`config.mk`:
```
export PLATFORM = sky130hd
export DESIGN_NAME = core_quant_pack
export DESIGN_NICKNAME = d
export VERILOG_FILES = /design/src/rtl/core_quant_pack_pkg.sv /design/src/rtl/core_quant_pack_quant_unit.sv /design/src/rtl/core_quant_pack.sv
export SDC_FILE = /design/constraint.sdc
export NUM_CORES = 2
export LEC_CHECK = 0
export ABC_AREA = 1
export CAP_MARGIN = 20
export CORE_MARGIN = 3
export CORE_UTILIZATION = 30
export CTS_CLUSTER_SIZE = 25
export DETAILED_ROUTE_END_ITERATION = 10
export PLACE_DENSITY_LB_ADDON = 0.12
export SLEW_MARGIN = 15
export SYNTH_ARGS = -nofsm -noshare
export SYNTH_HDL_FRONTEND = slang
export SYNTH_SLANG_ARGS = --single-unit
```
`constraint.sdc`:
```
create_clock -name clk -period 11.5 [get_ports clk]
set_input_delay 3.45 -clock clk [delete_from_list [all_inputs] [get_ports clk]]
set_output_delay 3.45 -clock clk [all_outputs]
set_load 0.01 [all_outputs]
```
`src/rtl/core_quant_pack_pkg.sv`:
```
// Shared definitions for the quantize-and-pack output stage: op_cfg field
// layout, int8 saturation limits and the controller state encoding.
package core_quant_pack_pkg;

  localparam int CFG_WIDTH       = 41;
  localparam int CFG_SHIFT_LSB   = 0;
  localparam int CFG_BIAS_LSB    = 5;
  localparam int CFG_SCALE_LSB   = 21;
  localparam int CFG_ACC_NUM_LSB = 31;

  localparam int OUT_MIN = -128;
  localparam int OUT_MAX = 127;

  typedef enum logic [1:0] {
    ST_IDLE  = 2'd0,
    ST_RUN   = 2'd1,
    ST_FLUSH = 2'd2
  } state_t;

endpackage

```
`src/rtl/core_quant_pack_quant_unit.sv`:
```
// Three-stage requantization pipeline: scale, bias + rounding shift, int8
// saturation. Each sample carries the cfg value it entered with, so cfg
// register updates never touch samples already in flight. flush drops
// everything in the pipe (used on abort).
module core_quant_pack_quant_unit
  import core_quant_pack_pkg::*;
#(
  parameter int ACC_WIDTH   = 24,
  parameter int SCALE_WIDTH = 10,
  parameter int BIAS_WIDTH  = 16,
  parameter int SHIFT_WIDTH = 5,
  parameter int ODATA_WIDTH = 8
) (
  input  logic                   clk,
  input  logic                   rst,
  input  logic                   flush,
  input  logic                   in_vld,
  input  logic                   in_last,
  input  logic [ACC_WIDTH-1:0]   acc,
  input  logic [SCALE_WIDTH-1:0] scale,
  input  logic [BIAS_WIDTH-1:0]  bias,
  input  logic [SHIFT_WIDTH-1:0] shift,
  output logic                   out_vld,
  output logic                   out_last,
  output logic [ODATA_WIDTH-1:0] out_data,
  output logic                   out_sat
);

  localparam int PW = ACC_WIDTH + SCALE_WIDTH + 1;
  localparam int SW = PW + 1;
  localparam logic [SHIFT_WIDTH-1:0] SH_ONE = SHIFT_WIDTH'(1);

  logic signed [PW-1:0] acc_x, scale_x, prod_c;
  logic signed [SW-1:0] rnd_c, sum_c, shifted_c;
  logic [ODATA_WIDTH-1:0] sat_data_c;
  logic                   sat_c;

  logic                   s1_vld, s1_last;
  logic signed [PW-1:0]   s1_prod;
  logic [BIAS_WIDTH-1:0]  s1_bias;
  logic [SHIFT_WIDTH-1:0] s1_shift;

  logic                   s2_vld, s2_last;
  logic signed [SW-1:0]   s2_val;

  // S1 operands: signed accumulator times zero-extended unsigned scale.
  always_comb begin
    acc_x   = PW'($signed(acc));
    scale_x = PW'({1'b0, scale});
    prod_c  = acc_x * scale_x;
  end

  // S2 arithmetic: bias, round-half-up term, arithmetic right shift.
  always_comb begin
    rnd_c = '0;
    if (s1_shift != '0) rnd_c = SW'(1) << (s1_shift - SH_ONE);
    sum_c     = SW'(s1_prod) + SW'($signed(s1_bias)) + rnd_c;
    shifted_c = sum_c >>> s1_shift;
  end

  // S3 arithmetic: clip to the int8 range and flag any clipping.
  always_comb begin
    sat_c      = 1'b0;
    sat_data_c = s2_val[ODATA_WIDTH-1:0];
    if (s2_val > SW'(OUT_MAX)) begin
      sat_c      = 1'b1;
      sat_data_c = ODATA_WIDTH'(OUT_MAX);
    end else if (s2_val < SW'(OUT_MIN)) begin
      sat_c      = 1'b1;
      sat_data_c = ODATA_WIDTH'(OUT_MIN);
    end
  end

  // Pipeline registers; valids cleared on reset or flush.
  always_ff @(posedge clk) begin
    if (rst || flush) begin
      s1_vld   <= 1'b0;
      s1_last  <= 1'b0;
      s1_prod  <= '0;
      s1_bias  <= '0;
      s1_shift <= '0;
      s2_vld   <= 1'b0;
      s2_last  <= 1'b0;
      s2_val   <= '0;
      out_vld  <= 1'b0;
      out_last <= 1'b0;
      out_data <= '0;
      out_sat  <= 1'b0;
    end else begin
      s1_vld   <= in_vld;
      s1_last  <= in_vld & in_last;
      s1_prod  <= prod_c;
      s1_bias  <= bias;
      s1_shift <= shift;
      s2_vld   <= s1_vld;
      s2_last  <= s1_last;
      s2_val   <= shifted_c;
      out_vld  <= s2_vld;
      out_last <= s2_last;
      out_data <= sat_data_c;
      out_sat  <= s2_vld & sat_c;
    end
  end

endmodule

```
`src/rtl/core_quant_pack.sv`:
```
// Output stage behind the MAC accumulators: requantizes one accumulator per
// cycle to int8, packs MAC_MULT_NUM results per GBUS word and writes them to
// consecutive addresses, then pulses done.
//
// state    | meaning
// ---------+---------------------------------------------------------------
// ST_IDLE  | no operation; waiting for start
// ST_RUN   | accepting acc_in_vld samples until out_num have been taken
// ST_FLUSH | all samples taken; waiting for the final word write, then done
module core_quant_pack
  import core_quant_pack_pkg::*;
#(
  parameter int ACC_WIDTH       = 24,
  parameter int SCALE_WIDTH     = 10,
  parameter int BIAS_WIDTH      = 16,
  parameter int SHIFT_WIDTH     = 5,
  parameter int ODATA_WIDTH     = 8,
  parameter int MAC_MULT_NUM    = 16,
  parameter int GBUS_ADDR_WIDTH = 19,
  parameter int OUT_NUM_WIDTH   = 10
) (
  input  logic                                clk,
  input  logic                                rst,
  input  logic                                op_cfg_vld,
  input  logic [CFG_WIDTH-1:0]                op_cfg,
  input  logic                                start,
  input  logic [GBUS_ADDR_WIDTH-1:0]          start_addr,
  input  logic [OUT_NUM_WIDTH-1:0]            out_num,
  input  logic [ACC_WIDTH-1:0]                acc_in,
  input  logic                                acc_in_vld,
  output logic [GBUS_ADDR_WIDTH-1:0]          out_gbus_addr,
  output logic                                out_gbus_wen,
  output logic [ODATA_WIDTH*MAC_MULT_NUM-1:0] out_gbus_wdata,
  output logic                                busy,
  output logic                                done,
  output logic                                sat_flag
);

  localparam int LANE_W = $clog2(MAC_MULT_NUM);
  localparam int WW     = ODATA_WIDTH * MAC_MULT_NUM;
  localparam logic [LANE_W-1:0] LANE_LAST = LANE_W'(MAC_MULT_NUM - 1);

  state_t state_q, state_d;

  logic [SCALE_WIDTH-1:0]     scale_q;
  logic [BIAS_WIDTH-1:0]      bias_q;
  logic [SHIFT_WIDTH-1:0]     shift_q;
  logic [GBUS_ADDR_WIDTH-1:0] base_q, word_cnt_q;
  logic [OUT_NUM_WIDTH-1:0]   num_q, in_cnt_q, in_cnt_inc;
  logic [LANE_W-1:0]          lane_q;
  logic [WW-1:0]              pack_q, merged;
  logic                       last_wr_q;
  logic                       accept, in_last, done_d, word_end;

  logic                       q_vld, q_last, q_sat;
  logic [ODATA_WIDTH-1:0]     q_data;

  logic unused_acc_num;
  assign unused_acc_num = ^op_cfg[CFG_WIDTH-1:CFG_ACC_NUM_LSB];

  assign in_cnt_inc = in_cnt_q + OUT_NUM_WIDTH'(1);
  assign in_last    = (in_cnt_inc == num_q);
  assign busy       = (state_q != ST_IDLE);

  // Quant cfg registers, loaded by op_cfg_vld.
  always_ff @(posedge clk) begin
    if (rst) begin
      scale_q <= '0;
      bias_q  <= '0;
      shift_q <= '0;
    end else if (op_cfg_vld) begin
      scale_q <= op_cfg[CFG_SCALE_LSB +: SCALE_WIDTH];
      bias_q  <= op_cfg[CFG_BIAS_LSB  +: BIAS_WIDTH];
      shift_q <= op_cfg[CFG_SHIFT_LSB +: SHIFT_WIDTH];
    end
  end

  // Next-state logic; start in any state (re)starts an operation.
  always_comb begin
    state_d = state_q;
    accept  = 1'b0;
    done_d  = 1'b0;
    case (state_q)
      ST_IDLE: begin
        if (start) state_d = ST_RUN;
      end
      ST_RUN: begin
        if (start) begin
          state_d = ST_RUN;
        end else if (acc_in_vld) begin
          accept = 1'b1;
          if (in_last) state_d = ST_FLUSH;
        end
      end
      ST_FLUSH: begin
        if (start) begin
          state_d = ST_RUN;
        end else if (last_wr_q) begin
          state_d = ST_IDLE;
          done_d  = 1'b1;
        end
      end
      default: state_d = ST_IDLE;
    endcase
  end

  // State register.
  always_ff @(posedge clk) begin
    if (rst) state_q <= ST_IDLE;
    else     state_q <= state_d;
  end

  // Operation bookkeeping: base address, element count, done and sat flag.
  always_ff @(posedge clk) begin
    if (rst) begin
      base_q   <= '0;
      num_q    <= '0;
      in_cnt_q <= '0;
      done     <= 1'b0;
      sat_flag <= 1'b0;
    end else begin
      done <= done_d;
      if (start) begin
        base_q   <= start_addr;
        num_q    <= (out_num == '0) ? OUT_NUM_WIDTH'(1) : out_num;
        in_cnt_q <= '0;
        sat_flag <= 1'b0;
      end else begin
        if (accept) in_cnt_q <= in_cnt_inc;
        if (q_vld && q_sat) sat_flag <= 1'b1;
      end
    end
  end

  core_quant_pack_quant_unit #(
    .ACC_WIDTH  (ACC_WIDTH),
    .SCALE_WIDTH(SCALE_WIDTH),
    .BIAS_WIDTH (BIAS_WIDTH),
    .SHIFT_WIDTH(SHIFT_WIDTH),
    .ODATA_WIDTH(ODATA_WIDTH)
  ) u_quant (
    .clk     (clk),
    .rst     (rst),
    .flush   (start),
    .in_vld  (accept),
    .in_last (in_last),
    .acc     (acc_in),
    .scale   (scale_q),
    .bias    (bias_q),
    .shift   (shift_q),
    .out_vld (q_vld),
    .out_last(q_last),
    .out_data(q_data),
    .out_sat (q_sat)
  );

  // Current packed word with the arriving element dropped into its lane.
  always_comb begin
    merged = pack_q;
    merged[lane_q*ODATA_WIDTH +: ODATA_WIDTH] = q_data;
  end

  assign word_end = q_last || (lane_q == LANE_LAST);

  // Lane packer and GBUS write port; start discards any partial word.
  always_ff @(posedge clk) begin
    if (rst) begin
      lane_q         <= '0;
      word_cnt_q     <= '0;
      pack_q         <= '0;
      last_wr_q      <= 1'b0;
      out_gbus_wen   <= 1'b0;
      out_gbus_addr  <= '0;
      out_gbus_wdata <= '0;
    end else if (start) begin
      lane_q       <= '0;
      word_cnt_q   <= '0;
      pack_q       <= '0;
      last_wr_q    <= 1'b0;
      out_gbus_wen <= 1'b0;
    end else begin
      out_gbus_wen <= 1'b0;
      last_wr_q    <= 1'b0;
      if (q_vld) begin
        if (word_end) begin
          out_gbus_wen   <= 1'b1;
          out_gbus_wdata <= merged;
          out_gbus_addr  <= base_q + word_cnt_q;
          last_wr_q      <= q_last;
          word_cnt_q     <= word_cnt_q + GBUS_ADDR_WIDTH'(1);
          lane_q         <= '0;
          pack_q         <= '0;
        end else begin
          pack_q <= merged;
          lane_q <= lane_q + LANE_W'(1);
        end
      end
    end
  end

endmodule
```
Word level (Yosys, flattened, before mapping)
Index checks and enable logic that the tools add are counted.
{ "word_totals": {"memories": 0, "in_bits": 99, "elab_cells": 94, "rom_bits": 0, "latch_bits": 0, "mem_bits_rw": 0, "ff_bits": 481} }
{ "classes": {"muxes": 21, "n_reduce_logical": 15, "eq_ne": 8, "n_mul": 1, "order_cmp": 2, "n_div": 0, "shifts": 4, "bitwise_logic": 6, "addsub": 8} }
{ "op_table": {"columns": ["cell", "n"], "rows": [
  ["128-bit bitwise mux", 1],
  ["128-bit two-way mux", 1],
  ["8-bit by 34-bit variable shift with 128-bit output (first input constant)", 1],
  ["8-bit by 34-bit variable part select with 128-bit output", 1],
  ["35-bit by 16-bit adder with 36-bit output", 1],
  ["36-bit adder", 1],
  ["36-bit by 8-bit > comparator with 1-bit output (second input constant)", 1],
  ["36-bit by 8-bit less-than comparator with 1-bit output (second input constant)", 1],
  ["36-bit two-way mux", 1],
  ["1-bit by 5-bit left shift with 36-bit output (first input constant)", 1],
  ["36-bit by 5-bit >>> shifter with 36-bit output", 1],
  ["24-bit by 11-bit multiplier with 35-bit output", 1],
  ["7-bit negation with 34-bit output", 1],
  ["19-bit by 1-bit adder with 19-bit output (second input constant)", 1],
  ["19-bit adder", 1],
  ["2-bit two-way mux", 6],
  ["10-bit by 1-bit adder with 10-bit output (second input constant)", 1],
  ["10-bit == test", 1],
  ["10-bit logical NOT", 1],
  ["10-bit two-way mux", 1],
  ["8-bit two-way mux", 1],
  ["1-bit two-way mux", 7],
  ["7-bit two-way mux", 1],
  ["3-bit != test (second input constant)", 2],
  ["22 further kinds", 29]
]} }

Depth between registers and ports, before layout
{ "logic_depth": {"ltp_word": 6, "mapped_depth": 34} }

Modules after synthesis
From an unflattened synthesis, not the netlist that was laid out.
{ "hier_totals": {"cells_unflattened": 4868, "hier_area_um2": 34082.7} }
{ "modules_own_cells": {"columns": ["mod", "seq_area_each_um2", "area_per_inst_um2", "instances", "cells_per_inst"], "rows": [
  ["core_quant_pack_quant_unit", 2142.1, 17190.2, 1, 2502],
  ["core_quant_pack", 7487.2, 16892.5, 1, 2366]
]} }

Worst setup path after synthesis
OpenSTA, ideal clock, no wires.
{ "synth_timing": {"kind": "input to register", "startpoint": "input port acc_in[8]", "endpoint": "register u_quant.s1_prod[26]", "path_buffers": 1, "arrival_ns": 8.254, "cell_stages": 21, "path_slack_ns": 3.133, "t_required_ns": 11.387, "path_cell_list": "buf_1 > nand2_1 > fa_1 > inv_1 > fa_1 > fa_1 > fa_1 > inv_1 > fa_1 > inv_1 > ha_1 > nand2_1 > or4_1 > o21ai_1 > nand2_1 > nand2_1 > a21oi_1 > o21ai_0 > nand2_1 > nand2_1 > nor2_1"} }
{ "synth_via": {"elab_chain_cells": 1} }
{ "synth_rtl": {"columns": ["item", "line", "rtl"], "rows": [
  ["start, declared", "core_quant_pack.sv:29", "input logic [ACC_WIDTH-1:0] acc_in,"],
  ["24-bit by 11-bit multiplier with 35-bit output", "core_quant_pack_quant_unit.sv:50", "prod_c = acc_x * scale_x;"],
  ["end signal, assigned", "core_quant_pack_quant_unit.sv:92", "s1_prod <= prod_c;"],
  ["end, declared", "core_quant_pack_quant_unit.sv:39", "logic signed [PW-1:0] s1_prod;"]
]} }
No other way between the ends.
A chain may end at the register's enable or synchronous reset.

Worst setup path in the final report
{ "layout_timing": {"startpoint": "input port acc_in[7]", "endpoint": "register u_quant.s1_prod[31]"} }
Same word-level chain as after synthesis.

==> out/metrics.csv <==
stage,metric,value,unit
timing,fin. max-slew vios,0,
final_layout,synthesis-to-finish area growth,16.6,%
clocking,CTS tree,built,
clocking,CTS Hold Bufs,0,
timing,Max Fclk,114,MHz
power_and_ir_drop,Power Density,143,mW/mm2
synth,synth top area cells,"dfxtp_1 (29%), fa_1 (15%), nand2_1 (13%)",
clocking,clk buf depth,3,
route,drt via density,4.68,
timing,Final setup violation count,0,
final_layout,fin util,0.355,
global_routing,largest net degree at the start of global routing,171,
placement,pre-CTS setup slack,2040,ps
worst_setup_path,CP Capture Type,register,
synth,Yosys warning count,0,
timing,min Tclk post-route,8770,ps
clocking,cts bufs inserted,56,
clocking,worst skew pair latency,620,ps
synth,post-synth top area cell,dfxtp_1,
clocking,CTS H-tree depth,2,
timing,final hold vios,0,
synth,Cell variety after synth,50,
global_routing,grt ovf,0,
synth,ys flop type,dfxtp_1,
route,Post-DRT Antenna Nets,0,
power_and_ir_drop,leakage power,17.8,nW
floorplan,Die W,339,um
final_layout,layout cells sized above 1,0.0342,
outcome,status,finished clean,
placement,PortBufs,239,
clocking,CTS Sinks,481,
synth,number of synthesized flops with an enable pin,0,
timing,Hold Slack,410,ps
timing,normalized max-slew margin,0.297,
synth,ys async rst share,0,
placement,gpl congestion,0.882,
power_and_ir_drop,Sw Share,0.369,
floorplan,die area,0.115,mm2
floorplan,Placeable Area,0.109,mm2
route,DR vias,29500,
power_and_ir_drop,Logic pwr share,0.344,
clocking,"CTS clk-pin slew, worst paths",60,ps
floorplan,Rows,121,
worst_hold_path,worst hold path class,reg2reg,
final_layout,# fillers,11800,
worst_setup_path,"Req. time, crit path",12040,ps
worst_setup_path,startpoint type of the worst setup path,input pin,
route,detailed-route DRC error count,0,
timing,unrepaired setup endpoints after global routing,false,
power_and_ir_drop,Net Sw Power,2.05,mW
synth,Mapped Area,0.0333,mm2
timing,Final TNS setup,0,ps
synth,area share of the largest cell type after synthesis,0.289,
route,Initial DRT Pass Iterations,5,
synth,Yosys reg bits,481,
global_routing,vias in the first global route,29100,
power_and_ir_drop,clock power share,0.331,
power_and_ir_drop,VDD IR max,0.0946,mV
power_and_ir_drop,Power Internal,3.50,mW
global_routing,initial antenna violation count,4,
clocking,post-CTS sizing,0,
clocking,CTS Root Cell,clkbuf_16,
synth,Post-Syn Instances,4693,
global_routing,Tot GR Track Use,0.184,
final_layout,ant diodes,0,
timing,skew final,28.4,ps
timing,slew at the pin with the worst max-slew slack,1050,ps
synth,Synth Net Count,5172,
timing,worst setup margin,2730,ps
global_routing,first-pass GRT wire length,170,mm
route,DR iter-0 viols,2006,
worst_setup_path,CP Max Fanout,10,
placement,Post-DP HPWL,79.6,mm
timing,fin crit share,0.763,
floorplan,Die Y,339,um
worst_setup_path,Setup CP Type,in2reg,
route,DR WL/cell,16.9,um
final_layout,Final #Nets,5266,
floorplan,IO Pins,250,
worst_setup_path,worst path arrival time,9310,ps
synth,"Avg Cell Area, Syn",7.10,um2
power_and_ir_drop,Sequential Power Share,0.325,
route,DRT Wirelength,107,mm
clocking,post-CTS setup buffers,0,
synth,post-synthesis sequential area ratio,0.289,
floorplan,Initial Util,0.304,
run,Max Cap Viol,0,
-- area by class of cell --
type	count	area, um2	area share
clock buffers	79	1620	0.0417
multi-input cells	3171	19800	0.509
clock inverters	20	274	0.00706
flip-flops and latches	481	9630	0.248
inverters	807	3040	0.0784
repair buffers	270	2640	0.0679
well taps	1476	1850	0.0476
-- Yosys cell counts, types with 12 or more instances --
cell type  number
xor2_1         27
clkbuf_1      200
nand2_1      1112
ha_1          137
nor2_1        275
o211ai_1       18
a21oi_1       397
o21ai_1        37
nand4_1        28
o21ai_0       312
dfxtp_1       481
fa_1          243
o21bai_1      117
nand3_1       281
a31oi_1        13
nor4_1         14
inv_1         796
o21a_1         12
xnor2_1        20
nor3_1         31
or2_1          16
buf_1          27
-- stage by stage --
step	area, um2	cells	power [mW]
final	38800	6304	5.55
after global routing	38800	6304	6.01
after CTS	38800	6304	5.64
after floorplan	33300	4693	3.24
after global placement	36900	6205	3.76
after detailed placement	36900	6205	3.75
-- worst max-delay path: stages --
cell,delay (ps)
clkdlybuf4s50_1,780
nand2_1,160
fa_1,550
inv_1,50
fa_1,470
fa_1,530
fa_1,550
inv_1,60
fa_1,530
inv_1,40
ha_1,370
nand2_1,140
nor4_1,290
a21oi_1,120
inv_1,100
nand2_1,50
nand2_1,110
a31oi_1,130
o21ai_0,430
a21oi_1,160
nand2_1,90
nand2_1,40
nor2_1,110
-- worst paths after layout --
check                      startpoint             endpoint  slack [ps]  cells past startpoint
setup / recovery            acc_in[7]  u_quant.s1_prod[31]        2730                     23
hold / removal        u_quant.s2_last     u_quant.out_last         410                      2
setup reg to reg  u_quant.s1_shift[0]   u_quant.s2_val[15]        5220                     29
hold reg to reg       u_quant.s2_last     u_quant.out_last         410                      2
-- power groups by stage --
stage | sequential [mW] | clock (mW) | combinational [mW]
2_1_floorplan | 1.82 | 0 | 1.42
3_3_place_gp | 1.84 | 0 | 1.92
3_5_place_dp | 1.84 | 0 | 1.91
4_1_cts | 1.81 | 1.91 | 1.93
5_1_grt | 1.81 | 1.97 | 2.23
6_report | 1.80 | 1.84 | 1.91
-- sequential cells by signal, summed over array words and instances, names as in the netlist, 19 cells and up --
signal,flops
base_q,19
out_gbus_addr,19
out_gbus_wdata,128
pack_q,128
u_quant.s1_prod,35
u_quant.s2_val,36
word_cnt_q,19
-- per-layer routing --
layer  GRT usage  routed length [um]  vias to the layer above
li1            -                   -                    14900
met1       0.269               53500                    13900
met2       0.288               46300                      562
met3      0.0267                4960                      103
met4      0.0357                1810                        2
met5           0                  13                        -
-- logic make-up after synthesis --
group | count (synthesis) | synth area share
multiplexers | 16 | 0.00541
XOR/XNOR | 47 | 0.0124
AND/OR/NAND/NOR | 1796 | 0.224
other | 1 | 0.000113
flip-flops | 481 | 0.289
adder cells (fa/ha/maj) | 380 | 0.198
AO/OA/AOI/OAI | 931 | 0.153
buffers and inverters | 1041 | 0.118
-- layout by cell type (no fill, tap or decap), types with 4 or more instances in the layout --
cell and instances:
nand2_1 1112, inv_1 795, dfxtp_1 481, a21oi_1 397
o21ai_0 312, nand3_1 281, nor2_1 271, fa_1 243
clkdlybuf4s50_1 239, ha_1 137, o21bai_1 117, clkbuf_16 57
o21ai_1 37, nor3_1 31, buf_4 30, nand4_1 28
xor2_1 27, xnor2_1 20, o211ai_1 18, or2_1 16
nor4_1 14, a31oi_1 13, o21a_1 12, clkinv_2 11
clkbuf_1 11, clkbuf_8 11, nor2_4 10, mux2_2 8
mux2_1 8, o22ai_1 8, or2_2 6, nand3b_1 6
inv_2 5, o221ai_1 5, bufinv_16 5, nand2_2 4
nor3b_1 4, a21o_1 4
(Power assumes the default switching activity.)
